==> config.mk <==
export PLATFORM = sky130hd
export DESIGN_NAME = adc_lfsr32
export DESIGN_NICKNAME = d
export VERILOG_FILES = /design/src/rtl/multi_channel_adc_model_pkg.sv /design/src/rtl/multi_channel_adc_model_lfsr.sv
export SDC_FILE = /design/constraint.sdc
export NUM_CORES = 1
export LEC_CHECK = 0
export CAP_MARGIN = 40
export CORE_ASPECT_RATIO = 1.75
export CORE_MARGIN = 5
export CORE_UTILIZATION = 45
export CTS_CLUSTER_DIAMETER = 120
export DETAILED_ROUTE_END_ITERATION = 10
export GPL_ROUTABILITY_DRIVEN = 0
export PLACE_DENSITY = 0.75
export SYNTH_ARGS = -nofsm -noshare
export SYNTH_HDL_FRONTEND = slang
export SYNTH_SLANG_ARGS = --single-unit
==> constraint.sdc <==
create_clock -name clk -period 1.88 [get_ports clk]
set_clock_uncertainty 0.15 [all_clocks]
set_input_delay 0.376 -clock clk [delete_from_list [all_inputs] [get_ports clk]]
set_output_delay 0.376 -clock clk [all_outputs]
set_load 0.03 [all_outputs]
==> src/rtl/multi_channel_adc_model_pkg.sv <==
// Shared types and constants for the multi-channel ADC model and its helpers.
// Holds the FSM state encoding, LFSR polynomial and status word bit positions.
package multi_channel_adc_pkg;

    typedef enum logic [1:0] {
        ADC_IDLE    = 2'd0,
        ADC_SAMPLE  = 2'd1,
        ADC_CONVERT = 2'd2,
        ADC_DONE    = 2'd3
    } adc_state_t;

    localparam logic [31:0] LFSR_MASK = 32'h8020_0003;

    localparam int STATUS_BUSY_BIT  = 0;
    localparam int STATUS_VALID_BIT = 1;
    localparam int STATUS_OVR_BIT   = 2;
    localparam int STATUS_SCAN_BIT  = 3;
    localparam int STATUS_AVG_BIT   = 4;
    localparam int STATUS_CH_LSB    = 8;
    localparam int STATUS_RES_LSB   = 16;

    localparam int AVG_SAMPLES = 4;

    // Galois form, shifting right: the mask is folded in whenever bit 0 falls out.
    function automatic logic [31:0] lfsr32_next(input logic [31:0] s);
        return s[0] ? ((s >> 1) ^ LFSR_MASK) : (s >> 1);
    endfunction

endpackage

==> src/rtl/multi_channel_adc_model_lfsr.sv <==
// adc_lfsr32: free-running 32-bit Galois LFSR shared by the sensor models.
module adc_lfsr32
    import multi_channel_adc_pkg::*;
#(
    parameter logic [31:0] SEED = 32'h0000_0001
) (
    input  logic        clk,
    input  logic        reset,
    input  logic        en,
    output logic [31:0] state
);

    always_ff @(posedge clk or posedge reset) begin
        if (reset) begin
            state <= SEED;
        end else if (en) begin
            state <= lfsr32_next(state);
        end
    end

endmodule

[Word-level counts from Yosys, hierarchy flattened]
Index checks and enable logic that the tools add are counted.
Word-level totals
  register bits after elaboration: 32
  word-level logic and storage cells: 3
  input port bits: 3
Operators by class
  mux-type cells: 1
  bitwise logic cells: 1
Operators with widths (number)
  $mux 32: 1
  $not 3->4: 1

[Longest topological paths before layout]
  depth after elaboration: 2
  mapped depth: 4
  depth with buffers taken out: 2

[Least setup slack after synthesis]
Ideal clock, no wire load.
  path type: input port to flip-flop
  from: in en
  to: reg state[10]
  path slack: 0.676 ns
  data required time: 1.605 ns
  stages: 3
  buffers on the path: 2
  arrival: 0.929 ns
  setup time: 0.125 ns
  cell sequence: buf_6 buf_6 mux2_4
RTL lines
  start: declaration: line multi_channel_adc_model_lfsr.sv:9  | input logic en,
  end signal: assignment: line multi_channel_adc_model_lfsr.sv:17  | state <= lfsr32_next(state);
  end: declaration: line multi_channel_adc_model_lfsr.sv:10  | output logic [31:0] state
No word-level cell between the ends.

[Final worst setup path]
  from: reg state[17]
  to: out state[17]
No word-level cell between the ends.

==> metrics.txt <==
status=finished clean; H-tree levels=2; top cell family by delay on the critical path=buffers and inverters; reg2reg end=state[21]$_DFFE_PP0P_; Clock Sinks=32; Synth top cells by count=dfrtp_1, mux2_4, mux2_2, xnor2_1; share of cells above drive strength 1=36.0%; Synth Register Bits=32; Clk Latency, worst-skew pair=0.28 ns; critical path type=flip-flop to output port; highest metal used=met4; Die ar.=4200 um2; Layout area overhead=33.3%; Synth area leader=dfrtp_1; RSZ-0062 raised after global routing=false; Reg with most FFs=state; I/O pins=35; vias in the first global route=815; WP buf/inv=1; R2R setup slack=0.76 ns; crit path DAT=1.32 ns; Syn Nets=77; Avg Vias per Cell=5.11; clk buf depth=2; max reg flops=32; detailed placer's ending HPWL=1.48 mm; Mapped Area=1340 um2; crit-path cells=clkdlybuf4s50_1; DRC=0; initial core utilization=46.2%; Critical Path Stages=1; drt first pass iters=3; total power=3.77 mW; Tcrit/Tclk final=98.3%; ys flop type=dfrtp_1; die width=51.2 um; Fillers=231; remaining antenna violation count=0; ANT cells=0; crit-path max FO=3; top flop regs=state x32; # rows=26; Detail Route met2 WL=1.16 mm; Worst Tran Pin Value=0.386 ns; Post-CTS Hold Fix Bufs=0; Power per Cell Area=2110 nW/um2; Total GRT Usage=12.6%; Critical Path RT=1.35 ns; WL met3=128 um; VDD IR max=1.07 mV; Crit path largest cell delay=0.68 ns; Slew Limit Fails=0; yosys warns=0; most common cell in the netlist=dfrtp_1; largest net degree at the start of global routing=35; Hold Path Class=input pin to async pin; sequential fraction of the synthesis area=60.0%; worst r2r path cells=3; Routed Wire Length=2.27 mm; chip height=82.1 um; # Post-CTS Setup Buffers=0; drt first-iter violations=7; Worst path slowest cell=clkdlybuf4s50_1; I/O Buffers=34; clock slew at reported path FFs=0.06 ns; grt total ovfl=0; maxcap violations=0; Post-synth ARST share=100%; post-cts sizing count=19; Pleak=0.940 nW; fin crit period=1.85 ns; CTS Root Cell=clkbuf_8; setup violators final=0; Slew headroom=74.3%; CTS tree=done; CTS Buf Count=5; # nets final=117; wire length per cell=16.0 um; Yosys cell types=11; DR vias=726; Worst setup EP type=output port; top cells by area, synth=dfrtp_1, mux2_4, mux2_2; Fin Setup TNS=0 ns; global-route wire length before repair=3.83 mm; startpoint class of the critical path=flip-flop; Yosys top cell area share=58.1%; Final Hold Fails=0; Post-synth EDFFs=0; core area=2900 um2; Reg-to-Reg Start=state[0]$_DFFE_PP1P_; Mapped Cells=74; initial antenna violation count=0; wire length on met1=909 um; fmax=541 MHz; syn_area_per_cell=18.1 um2
cells in the final DEF, fill, tap and decap left out:
cell type / instances
buf_4: 2
inv_1: 1
dfstp_2: 1
dlymetal6s2s_1: 12
buf_12: 1
xnor2_1: 3
clkdlybuf4s50_1: 2
buf_2: 1
dlygate4sd2_1: 19
a21oi_1: 2
mux2_2: 4
dfrtp_1: 31
nor2_1: 2
mux2_4: 25
clkbuf_8: 7
nand2_1: 1
power breakdown:
group          total [mW]  internal (mW)  switching, mW
Combinational        1.88          0.876           1.01
Sequential           1.32           1.05          0.270
Clock               0.562          0.325          0.237
Total                3.77           2.25           1.51
cells by family after synthesis:
logic type                share of synthesized area [%]
buffers and inverters                              4.96
xor gates and xnor gates                           1.97
and+or+nand+nor                                   0.843
muxes                                              31.5
AOI/OAI and AO/OA                                 0.749
DFF                                                60.0
worst max path at each step:
stage	start	to	slack, ns
after global placement	state[0]$_DFFE_PP1P_	state[0]	0.18
after detailed placement	state[0]$_DFFE_PP1P_	state[0]	0.18
after floorplan	reset	state[10]$_DFFE_PP0P_	0.66
after CTS	state[29]$_DFFE_PP0P_	state[29]	0.002
final	state[17]$_DFFE_PP0P_	state[17]	0.03
after global routing	state[17]$_DFFE_PP0P_	state[17]	0.002
stage by stage:
| step | hold WS (ns) | setup WS [ns] | utilization [%] | cells | area [um2] |
|---|---|---|---|---|---|
| finish | 0.327 | 0.0316 | 61.5 | 142 | 1780 |
| global route | 0.367 | 0.00195 | 61.5 | 142 | 1780 |
| CTS | 0.337 | 0.00182 | 60.5 | 142 | 1750 |
| detailed placement | 0.370 | 0.183 | 58.0 | 135 | 1680 |
| global placement | 0.368 | 0.181 | 58.0 | 135 | 1680 |
| floorplan | 0.341 | 0.665 | - | 74 | 1340 |
routing by layer:
metal | track usage [%] | up-vias
li1 | - | 330
met1 | 12.8 | 370
met2 | 21.2 | 20
met3 | 4.49 | 6
met4 | 8.89 | 0
met5 | 0 | -
final cells by class:
type | instances | area (um2) | area share (%)
clock buffers | 7 | 96.3 | 5.41
inverters | 1 | 3.75 | 0.211
multi-input cells | 37 | 468 | 26.3
flip-flops and latches | 32 | 802 | 45.0
well taps | 28 | 35.0 | 1.97
repair buffers | 37 | 377 | 21.1
No activity file was read; power rests on OpenSTA's default activity.
